### config.mk
export PLATFORM = sky130hd
export DESIGN_NAME = uart_rx_fifo
export DESIGN_NICKNAME = d
export VERILOG_FILES = /design/src/rtl/uart_rx_fifo.sv
export SDC_FILE = /design/constraint.sdc
export NUM_CORES = 1
export LEC_CHECK = 0
export ABC_CLOCK_PERIOD_IN_PS = 2400
export CAP_MARGIN = 15
export CORE_AREA = 4 4 101 103
export CTS_BUF_LIST = sky130_fd_sc_hd__clkbuf_4 sky130_fd_sc_hd__clkbuf_8
export CTS_CLUSTER_DIAMETER = 200
export CTS_CLUSTER_SIZE = 16
export DETAILED_ROUTE_END_ITERATION = 10
export DIE_AREA = 0 0 105 107
export GPL_ROUTABILITY_DRIVEN = 0
export PLACE_DENSITY = 0.67
export SYNTH_ARGS = -nofsm -noshare
export SYNTH_HDL_FRONTEND = slang
export SYNTH_SLANG_ARGS = --single-unit
### constraint.sdc
create_clock -name clk_576KHz -period 2.4 [get_ports clk_576KHz]
set_input_delay 0.48 -clock clk_576KHz [delete_from_list [all_inputs] [get_ports clk_576KHz]]
set_output_delay 0.48 -clock clk_576KHz [all_outputs]
set_load 0.02 [all_outputs]
### src/rtl/uart_rx_fifo.sv
`default_nettype none
// ============================================================================
// Module      : uart_rx_fifo
// Description : Receive-side byte buffer behind the UART receiver. Each
//               single-cycle rx_valid strobe is captured with its error flag
//               into a first-word-fall-through FIFO. The CPU drains the FIFO
//               over a valid/ready handshake. Bytes lost to a full FIFO raise
//               a sticky overflow flag. Errored frames are counted in a
//               saturating counter.
// Ports       : clk_576KHz      - system clock, same domain as rx_valid
//               rst             - asynchronous active-high reset
//               rx_valid/rx_data/rx_error - received frame strobe and payload
//               drop_errored    - count errored bytes but do not store them
//               m_valid/m_data/m_error/m_ready - CPU read handshake (FWFT)
//               count/full      - occupancy, registered / pointer compare
//               overflow        - sticky lost-byte flag, cleared by clear_overflow
//               err_count       - saturating errored-frame count
// Revision    : 1.0 - initial release
// ============================================================================
module uart_rx_fifo #(
    parameter int DATA_WIDTH = 8,
    parameter int DEPTH      = 8,
    parameter int CNT_W      = 8
) (
    input  logic                     clk_576KHz,
    input  logic                     rst,
    input  logic                     rx_valid,
    input  logic [DATA_WIDTH-1:0]    rx_data,
    input  logic                     rx_error,
    input  logic                     drop_errored,
    output logic                     m_valid,
    output logic [DATA_WIDTH-1:0]    m_data,
    output logic                     m_error,
    input  logic                     m_ready,
    output logic [$clog2(DEPTH):0]   count,
    output logic                     full,
    output logic                     overflow,
    input  logic                     clear_overflow,
    output logic [CNT_W-1:0]         err_count
);

    localparam int c_ADDR_W = $clog2(DEPTH);
    localparam int c_PTR_W  = c_ADDR_W + 1;

    // Storage: each entry is {error, data}.
    logic [DATA_WIDTH:0]      r_mem [DEPTH];
    logic [c_PTR_W-1:0]       r_wr_ptr;
    logic [c_PTR_W-1:0]       r_rd_ptr;
    logic [c_PTR_W-1:0]       r_count;
    logic                     r_overflow;
    logic [CNT_W-1:0]         r_err_count;

    logic                     w_empty;
    logic                     w_full;
    logic                     w_push_req;
    logic                     w_pop;
    logic                     w_push;
    logic                     w_ovf_set;
    logic                     w_err_inc;
    logic [DATA_WIDTH:0]      w_head;

    // The extra pointer MSB distinguishes full (same slot, different lap)
    // from empty (same slot, same lap).
    assign w_empty = (r_wr_ptr == r_rd_ptr);
    assign w_full  = (r_wr_ptr[c_ADDR_W] != r_rd_ptr[c_ADDR_W]) &&
                     (r_wr_ptr[c_ADDR_W-1:0] == r_rd_ptr[c_ADDR_W-1:0]);

    assign w_push_req = rx_valid && !(drop_errored && rx_error);
    assign w_pop      = !w_empty && m_ready;
    // A pop in the same cycle frees the slot, so a full FIFO can still accept.
    assign w_push     = w_push_req && (!w_full || w_pop);
    assign w_ovf_set  = w_push_req && w_full && !w_pop;
    assign w_err_inc  = rx_valid && rx_error && (r_err_count != {CNT_W{1'b1}});

    // When full, the write slot equals the head slot; the head is read
    // combinationally before the edge, so overwriting it on push+pop is safe.
    always_ff @(posedge clk_576KHz) begin
        if (w_push) begin
            r_mem[r_wr_ptr[c_ADDR_W-1:0]] <= {rx_error, rx_data};
        end
    end

    always_ff @(posedge clk_576KHz or posedge rst) begin
        if (rst) begin
            r_wr_ptr    <= '0;
            r_rd_ptr    <= '0;
            r_count     <= '0;
            r_overflow  <= 1'b0;
            r_err_count <= '0;
        end else begin
            if (w_push) begin
                r_wr_ptr <= r_wr_ptr + c_PTR_W'(1);
            end
            if (w_pop) begin
                r_rd_ptr <= r_rd_ptr + c_PTR_W'(1);
            end

            case ({w_push, w_pop})
                2'b10:   r_count <= r_count + c_PTR_W'(1);
                2'b01:   r_count <= r_count - c_PTR_W'(1);
                default: r_count <= r_count;
            endcase

            // Set has priority over a coincident clear.
            if (w_ovf_set) begin
                r_overflow <= 1'b1;
            end else if (clear_overflow) begin
                r_overflow <= 1'b0;
            end

            if (w_err_inc) begin
                r_err_count <= r_err_count + CNT_W'(1);
            end
        end
    end

    assign w_head    = r_mem[r_rd_ptr[c_ADDR_W-1:0]];

    // Head outputs are forced to zero while empty so stale entries never show.
    assign m_valid   = !w_empty;
    assign m_data    = w_empty ? '0   : w_head[DATA_WIDTH-1:0];
    assign m_error   = w_empty ? 1'b0 : w_head[DATA_WIDTH];
    assign count     = r_count;
    assign full      = w_full;
    assign overflow  = r_overflow;
    assign err_count = r_err_count;

endmodule
`default_nettype wire

==> metrics.md, run 1 <==
| Metric | Value |
|---|---|
| Least-Margin Pin Slew | around 0.37 ns |
| Final WL | a little over 8000 um |
| WP data required | 1.92 ns |
| Largest area contributor in the netlist | edfxtp_1 |
| Antenna-violating nets left | 0 |
| Largest net degree at the start of global routing | 22 |
| Hold Vio Cnt, Final | 0 |
| Sequential share of the synthesized area | 0.653 |
| Tot GR Track Use | 0.160 |
| Layout area overhead | 26.2% |
| Share of cells above drive strength 1 | 0.326 |
| # DRC | 0 |
| Yosys Warn Count | 0 |
| Hold slack | roughly 0.46 ns |
| Design Power | 6560 uW |
| Most frequent cells in the layout | edfxtp_1, buf_4, clkdlybuf4s50_1 |
| Clock Sinks | between 90 and 100 |
| R2R cell count | 11 |
| Pwr/cell area | between 1000 and 1500 nW/um2 |
| Die width | approximately 110 um |
| Max VDD drop | between 500 and 600 uV |
| DP Cell Count | about 440 |
| Global-route wire length before repair | between 10,000 and 15,000 um |
| Initial antenna violation count | 0 |
| Worst-case clock buffer depth | 2 |
| Number of synthesized register bits | between 90 and 100 |
| Leak Pwr | 0.00192 uW |
| Max-Slew Margin vs Limit | 0.745 |
| F_max | approximately 420 MHz |
| Die footprint | around 11,000 um2 |
| Most common cell after layout, fill and taps aside | edfxtp_1 |
| DR pass1 iterations | 4 |
| Top FF cell, synth | edfxtp_1 |
| Hpwl dp | 5700 um |
| Reg2reg start | r_rd_ptr[0] |
| Endpoint class of the critical path | output port |
| Routed wire length per instance | 17.9 um |
| DR iter-0 viols | ~110 |
| Crit start category | flop |
| Final Non-Filler Cells | between 400 and 500 |
| Asr flop ratio synth | 0.226 |
| Crit path arrival time | around 1.9 ns |
| RSZ-0062 raised after global routing | true |
| Post-synth EDFFs | between 70 and 80 |
| Multi-input gate area | around 1400 um2 |
| Htree depth | 3 |
| # port buffers | 38 |
| Netlist cell types | 44 |
| Setup TNS | 0 ns |
| CTS tree | yes |
| GR Overflow Total | 0 |
| Slew Limit Fails | 0 |
| Vias in the first global route | 2,637 |
| Share of the synthesized area in the top cell type | 0.526 |
| Num CTS Buffers | 9 |
| N_diodes | 0 |
| Worst-Skew Late Latency | approximately 0.35 ns |
| Clock-pin transition on the worst setup and hold timing paths | ~0.090 ns |
| Number of I/O pins | 39 |
| Vias | 2,547 |
| Sequential cell area | roughly 2700 um2 |
| RR Endpoint | count[3] |
| Minimum clock period after layout | ~2.4 ns |
| Min-Delay Path Class | primary input to asynchronous set/reset pin |
| Critical-path maximum fanout | 8 |
| Fillcell total | roughly 750 |
| FP Rows | 35 |
| Outcome | finished, final reports clean |
| Fin crit share | 0.989 |
| Via density | roughly 5.5 |
| Mapped Nets | approximately 280 |
| Setup CP Type | flop to output port |
| Clock skew | 0.0120 ns |
| MaxCap Viol Count | 0 |
| Worst reg-to-reg setup slack | between 0.1 and 0.15 ns |
| Die height | between 100 and 150 um |
| Mapped Cells | roughly 260 |
| Clock Tree Root | clkbuf_8 |
| Ranking of synthesized cells by area | edfxtp_1, dfrtp_1, mux4_2 |
| Final setup viols | 0 |
| Mapped Area | roughly 4100 um2 |
| Layout Nets | 366 |
| Mapped Avg Cell Area | approximately 16 um2 |
| Initial Util | 0.447 |
| # hold bufs at CTS | 0 |
| Core footprint | ~9200 um2 |
-- kinds of logic after synthesis --
| family | share of synthesized area |
|---|---|
| buf+inv | 0.0259 |
| xor+xnor | 0.0319 |
| fa+ha+maj | 0.0201 |
| compound gates | 0.0572 |
| simple gates | 0.0779 |
| flops | 0.653 |
| mux | 0.134 |
-- cells in the mapped netlist, types with 2 or more instances --
cell type  count
a2111oi_0      2
a2111oi_2      2
a21oi_1        5
a221oi_1       2
a31oi_1        2
and2_1         3
and3_1         3
and4_1         3
buf_2          9
clkbuf_1       3
dfrtp_1       21
edfxtp_1      72
ha_1           5
inv_1          7
mux2_2         4
mux2i_1       10
mux4_2        18
nand2_1       11
nand2b_1       2
nand3_1       11
nand4_1        4
nor2_1        15
nor3_1         8
nor4_1         3
o21ai_0        3
o32ai_1        2
xnor2_1       11
xor2_1         4
-- per-stage QoR --
stage	setup WS, ns	utilization	cell area (um2)
after detailed placement	-0.206	0.544	5000
after global placement	-0.126	0.544	5000
final	0.0273	0.565	5190
after floorplan	0.00601	-	4160
after global routing	-0.0636	0.565	5190
after CTS	-0.0142	0.560	5150
-- critical path: stages (launching register included) --
cell     delay [ns]
dfrtp_1        0.38
buf_12         0.15
buf_12         0.13
mux4_2         0.51
mux2i_1        0.15
nor2_1         0.06
buf_2          0.16
-- sequential cells by signal, indices dropped and copies added, names as in the netlist --
signal / count
r_mem: 72
err_count: 8
count: 4
r_rd_ptr: 4
r_wr_ptr: 4
overflow: 1
-- how the worst max path moves through the flow --
stage                      startpoint   endpoint  slack [ns]
after floorplan           r_wr_ptr[0]   count[3]       0.006
after global placement       rx_valid   count[3]       -0.13
after detailed placement     rx_error   count[2]       -0.21
after CTS                 r_rd_ptr[0]  m_data[0]       -0.01
after global routing      r_rd_ptr[0]  m_data[3]       -0.06
final                     r_rd_ptr[0]  m_data[3]        0.03
-- per-layer routing --
metal	GRT usage	vias to the layer above	share of wire
met2	0.262	40	0.50
met4	0.0562	0	0.011
met5	0	-	0
li1	-	1192	-
met1	0.216	1307	0.46
met3	0.0313	8	0.031
-- power breakdown --
part	switching [uW]	internal, uW	total (uW)
combinational	1650	1680	3330
sequential	233	2040	2270
clock	558	389	947
-- layout make-up --
cell class	count	share of cell area
clock buffer	9	0.0239
clock inverter	7	0.0108
inverter	8	0.00675
multi-input combinational	146	0.270
sequential	93	0.518
tap	111	0.0267
timing repair buffer	87	0.145
-- timing repair --
action,in CTS,in global routing
gates resized for setup,41,10
setup buffers,2,1
setup endpoints to repair,13,13
gates cloned,0,0
pin swaps,0,6
hold endpoints to repair,0,0
(Power assumes the default switching activity.)
==> run 2: changes to the inputs <==
CAP_MARGIN = 30   (was 15)
SKIP_LAST_GASP = 1   (was unset)
==> run 2 against run 1 <==
  * Core utilization increased by 0.67 points
  * First-iteration DRC count increased by 26%
  * Fmax decreased by 0.21%
  * Wire length increased by 1.6%
  * Global-route usage unchanged
  * Clock-buffer cell count unchanged
  * Register-to-register slack about the same
  * Critical path type unchanged
  * Critical endpoint unchanged
  * Highest routed layer unchanged
==> metrics.md, run 2 (synthesis gave the netlist of run 1 again) <==
| Metric | Value |
|---|---|
| Share of cells above drive strength 1 | 0.340 (was 0.326) |
| Tot GR Track Use | 0.160 (unchanged) |
| Worst-case clock buffer depth | 2 (unchanged) |
| Final setup viols | 0 (unchanged) |
| Most frequent cells in the layout | edfxtp_1, buf_4, clkdlybuf4s50_1 (unchanged) |
| Leak Pwr | 0.00193 uW (was 0.00192 uW) |
| GR Overflow Total | 0 (unchanged) |
| Initial Util | 0.447 (unchanged) |
| Fin crit share | 0.991 (was 0.989) |
| Min-Delay Path Class | primary input to asynchronous set/reset pin (unchanged) |
| DR pass1 iterations | 4 (unchanged) |
| # port buffers | 38 (unchanged) |
| Outcome | finished, final reports clean (unchanged) |
| MaxCap Viol Count | 0 (unchanged) |
| Design Power | 6660 uW (was 6560 uW) |
| Number of I/O pins | 39 (unchanged) |
| Max-Slew Margin vs Limit | 0.746 (was 0.745) |
| Max VDD drop | 574 uV (was 565 uV) |
| Routed wire length per instance | 18.2 um (was 17.9 um) |
| Endpoint class of the critical path | output port (unchanged) |
| Via density | 5.51 (was 5.52) |
| Clock Sinks | 93 (unchanged) |
| Hold Vio Cnt, Final | 0 (unchanged) |
| Worst reg-to-reg setup slack | 0.13 ns (was 0.14 ns) |
| Core footprint | 9200 um2 (unchanged) |
| Worst-Skew Late Latency | 0.36 ns (was 0.35 ns) |
| Vias in the first global route | 2,637 (unchanged) |
| Clock-pin transition on the worst setup and hold timing paths | 0.09 ns (about the same) |
| Num CTS Buffers | 9 (unchanged) |
| Least-Margin Pin Slew | 0.372 ns (was 0.373 ns) |
| Finished Cell Area | 5250 um2 (was 5190 um2) |
| CTS tree | yes (unchanged) |
| Htree depth | 3 (unchanged) |
| Clock skew | 0.0117 ns (was 0.0120 ns) |
| Global-route wire length before repair | 13,800 um (unchanged) |
| Slew Limit Fails | 0 (unchanged) |
| Critical-path maximum fanout | 8 (unchanged) |
| Hpwl dp | 5700 um (unchanged) |
| Area of placed instances | 5000 um2 (unchanged) |
| Die height | 107 um (unchanged) |
| Die footprint | 11,200 um2 (unchanged) |
| Minimum clock period after layout | 2.38 ns (was 2.37 ns) |
| RSZ-0062 raised after global routing | true (unchanged) |
| Pwr/cell area | 1270 nW/um2 (was 1260 nW/um2) |
| DR iter-0 viols | 144 (was 114) |
| F_max | 421 MHz (about the same) |
| # DRC | 0 (unchanged) |
| Layout area overhead | 27.7% (was 26.2%) |
| FP Rows | 35 (unchanged) |
| Crit path arrival time | 1.90 ns (was 1.89 ns) |
| Setup CP Type | flop to output port (unchanged) |
| Final WL | 8400 um (was 8260 um) |
| Die width | 105 um (unchanged) |
| Vias | 2,542 (was 2,547) |
| Setup TNS | 0 ns (unchanged) |
| Antenna-violating nets left | 0 (unchanged) |
| WP data required | 1.92 ns (about the same) |
| Clock Tree Root | clkbuf_8 (unchanged) |
| Crit start category | flop (unchanged) |
| Largest net degree at the start of global routing | 22 (unchanged) |
| Initial antenna violation count | 0 (unchanged) |
| Largest register FFs | 72 (unchanged) |
| Layout Nets | 366 (unchanged) |
| N_diodes | 0 (unchanged) |
| Most common cell after layout, fill and taps aside | edfxtp_1 (unchanged) |
run 2: worst max-delay path: stages, from the launching register on:
cell     delay, ns
dfrtp_1       0.38
buf_12        0.15
buf_12        0.13
mux4_2        0.51
mux2i_1       0.15
nor2_1        0.06
buf_2         0.16
run 2: path summary, 6_finish.rpt:
path,start,to,cells past startpoint
worst max-delay path,r_rd_ptr[0],m_data[3],6
worst min-delay path,rst,err_count[1],3
max in group asynchronous,rst,r_wr_ptr[0],3
worst max register to register,r_rd_ptr[0],count[3],11
min in group clk_576KHz,err_count[6],err_count[6],1
worst min register to register,err_count[6],err_count[6],1
run 2: repair_timing:
action / CTS / global route
setup endpoints to repair: 13 / 14
resized for setup: 37 / 23
hold buffers: 0 / 0
buffers inserted: 2 / 1
pin swaps: 0 / 9
gates cloned: 0 / 0
run 2: layout make-up:
type                            count  area (um2)
Timing Repair Buffer               87         751
Inverter                            8        37.5
Clock inverter                      7        56.3
Tap cell                          111         139
Fill cell                         741        3940
Multi-Input combinational cell    146        1460
Clock buffer                        9         124
Sequential cell                    93        2690
run 2: routing by layer:
layer  wire length, um  vias up  track usage  share of wire
li1                  -     1191            -              -
met1              3850     1292        0.216           0.46
met2              4130       46        0.262           0.49
met3               282       13       0.0313          0.034
met4               139        0       0.0562          0.017
met5                 0        -            0              0
run 2: report_power, final:
group	switching (uW)	internal [uW]	total, uW
Clock	561	389	950
Sequential	241	2040	2280
Combinational	1700	1730	3420
Total	2500	4160	6660
run 2: stage by stage:
step	hold slack [ns]	worst slack, ns	cells	utilization
final	0.453	0.0223	461	0.571
after global routing	0.485	-0.0627	461	0.571
after CTS	0.448	-0.177	460	0.560
after detailed placement	0.498	-0.206	442	0.544
after global placement	0.503	-0.126	442	0.544
after floorplan	0.457	0.00601	261	-
==> run 3: changes to the inputs <==
ABC_CLOCK_PERIOD_IN_PS = 2200   (was 2400)
CTS_CLUSTER_DIAMETER = unset   (was 200)
PLACE_DENSITY = unset   (was 0.67)
clock period = 2.2 ns   (was 2.4 ns; I/O delays follow)
==> run 3 against run 2 <==
  * The flow now finishes with violations (negative setup slack)
  * Combinational power rose by 19%
  * Global-route usage increased by 0.74 points
  * Final area grew 4.4%
  * Critical endpoint is now count[3]
  * Largest cell class unchanged
==> metrics.md, run 3 (synthesis gave the netlist of run 1 again) <==
| Metric | Value |
|---|---|
| Worst-Skew Late Latency | 0.35 ns (was 0.36 ns) |
| DR pass1 iterations | 4 (unchanged) |
| Final Util | 0.597 (was 0.571) |
| Design Power | 7970 uW (was 6660 uW) |
| Crit start category | flop (unchanged) |
| Crit path arrival time | 2.60 ns (was 1.90 ns) |
| CTS tree | yes (unchanged) |
| Slew Limit Fails | 0 (unchanged) |
| DP Cell Count | 445 (was 442) |
| Least-Margin Pin Slew | 0.396 ns (was 0.372 ns) |
| Hold Vio Cnt, Final | 0 (unchanged) |
| FP Rows | 35 (unchanged) |
| Core footprint | 9200 um2 (unchanged) |
| Finished Cell Area | 5490 um2 (was 5250 um2) |
| Global-route wire length before repair | 14,300 um (was 13,800 um) |
| Max-Slew Margin vs Limit | 0.733 (was 0.746) |
| Most common cell after layout, fill and taps aside | edfxtp_1 (unchanged) |
| # DRC | 0 (unchanged) |
| Antenna-violating nets left | 0 (unchanged) |
| Worst-case clock buffer depth | 2 (unchanged) |
| Via density | 5.43 (was 5.51) |
| Critical-path maximum fanout | 4 (was 8) |
| Initial Util | 0.447 (unchanged) |
| Outcome | complete, but fails checks (was finished, final reports clean) |
| Setup CP Type | flop to flop (was flop to output port) |
| Initial antenna violation count | 0 (unchanged) |
| # port buffers | 38 (unchanged) |
| Failing checks | negative setup slack |
| Die height | 107 um (unchanged) |
| Clock-pin transition on the worst setup and hold timing paths | 0.09 ns (about the same) |
| Number of I/O pins | 39 (unchanged) |
| Endpoint class of the critical path | flop (was output port) |
| DR iter-0 viols | 64 (was 144) |
| Routed wire length per instance | 18.6 um (was 18.2 um) |
| Layout area overhead | 33.4% (was 27.7%) |
| # hold bufs at CTS | 0 (unchanged) |
| Vias in the first global route | 2,722 (was 2,637) |
| Minimum clock period after layout | approximately 2.4 ns |
| Die footprint | 11,200 um2 (unchanged) |
| Tot GR Track Use | 0.168 (was 0.160) |
| Largest register FFs | 72 (unchanged) |
| Max VDD drop | 859 uV (was 574 uV) |
| Hpwl dp | 5880 um (was 5700 um) |
| Die width | 105 um (unchanged) |
| Final setup viols | 11 (was 0) |
| Pwr/cell area | 1450 nW/um2 (was 1270 nW/um2) |
| Vias | 2,552 (was 2,542) |
| Area of placed instances | 5070 um2 (was 5000 um2) |
| GR Overflow Total | 0 (unchanged) |
| Clock Sinks | 93 (unchanged) |
| Final Non-Filler Cells | 470 (was 461) |
| Share of cells above drive strength 1 | 0.376 (was 0.340) |
| Largest net degree at the start of global routing | 22 (unchanged) |
| MaxCap Viol Count | 0 (unchanged) |
| Clock Tree Root | clkbuf_8 (unchanged) |
| N_diodes | 0 (unchanged) |
| Most frequent cells in the layout | edfxtp_1, buf_4, clkdlybuf4s50_1 (unchanged) |
| F_max | roughly 430 MHz |
| Min-Delay Path Class | primary input to asynchronous set/reset pin (unchanged) |
| Fin crit share | 1.07 |
| Htree depth | 3 (unchanged) |
| RSZ-0062 raised after global routing | true (unchanged) |
| Setup WS post-layout | -0.152 ns (was 0.0223 ns) |
| Num CTS Buffers | 9 (unchanged) |
| Final WL | 8720 um (was 8400 um) |
| WP data required | 2.45 ns (was 1.92 ns) |
| Leak Pwr | 0.00205 uW (was 0.00193 uW) |
| Layout Nets | 375 (was 366) |
| Clock skew | 0.00999 ns (was 0.0117 ns) |
-- run 3: cell count changes in the layout (fill, tap and decap cells not counted), moves of 2 or more --
cell | previous run | this run
buf_6 | 1 | 3
buf_4 | 48 | 50
dfrtp_2 | 0 | 2
buf_12 | 3 | 6
clkinv_4 | 2 | 0
dfrtp_1 | 21 | 19
buf_16 | 0 | 2
inv_6 | 2 | 0
clkbuf_4 | 0 | 2
bufinv_16 | 0 | 3
-- run 3: cell type report --
class / count / area (um2)
Clock buffer: 11 / 139
Multi-Input combinational cell: 146 / 1460
Inverter: 8 / 42.5
Fill cell: 721 / 3710
Clock inverter: 5 / 109
Tap cell: 111 / 139
Sequential cell: 93 / 2690
Timing Repair Buffer: 96 / 905
-- run 3: stage by stage --
step                hold slack [ns]  setup TNS, ns  setup WS [ns]
detailed placement            0.495         -10.74         -0.263
finish                        0.420          -1.15         -0.152
floorplan                     0.417         -0.195         -0.112
CTS                           0.418          -1.56         -0.158
global route                  0.448          -2.21         -0.251
global placement              0.500         -10.02         -0.235
-- run 3: path summary, 6_finish.rpt --
kind,from,end,slack (ns),depth (start not counted)
max,r_rd_ptr[0],count[3],-0.15,11
min,rst,count[0],0.42,3
max reg2reg,r_rd_ptr[0],count[3],-0.15,11
min reg2reg,err_count[6],err_count[6],0.51,1
max in group asynchronous,rst,r_rd_ptr[1],1.53,3
min in group clk_576KHz,err_count[6],err_count[6],0.51,1
-- run 3: metal layers --
layer,GRT usage,up-vias,wire length (um)
li1,-,1207,-
met1,0.215,1294,3880
met2,0.286,42,4410
met3,0.0397,9,331
met4,0.0450,0,93
met5,0,-,0
-- run 3: critical path: stages (launching register included) --
cell       delay, ns
dfrtp_2         0.43
buf_4           0.15
xnor2_2         0.16
and4_4          0.32
clkinv_8        0.06
nand3_4         0.09
inv_2           0.06
ha_4            0.23
a21oi_2         0.14
and2_4          0.18
a41oi_2         0.12
a2111oi_2       0.30
-- run 3: power by group --
group	leakage [uW]	internal [uW]	total, uW	switching, uW
clock	0.000123	789	1390	597
combinational	0.00102	2150	4080	1930
sequential	0.000905	2230	2500	271
-- run 3: timing repair --
item                       4_1_cts  5_1_grt
setup endpoints to repair       14       57
pin swaps                        8        3
gates resized for setup         63       10
gates cloned                     2        0
setup buffers                    5        2
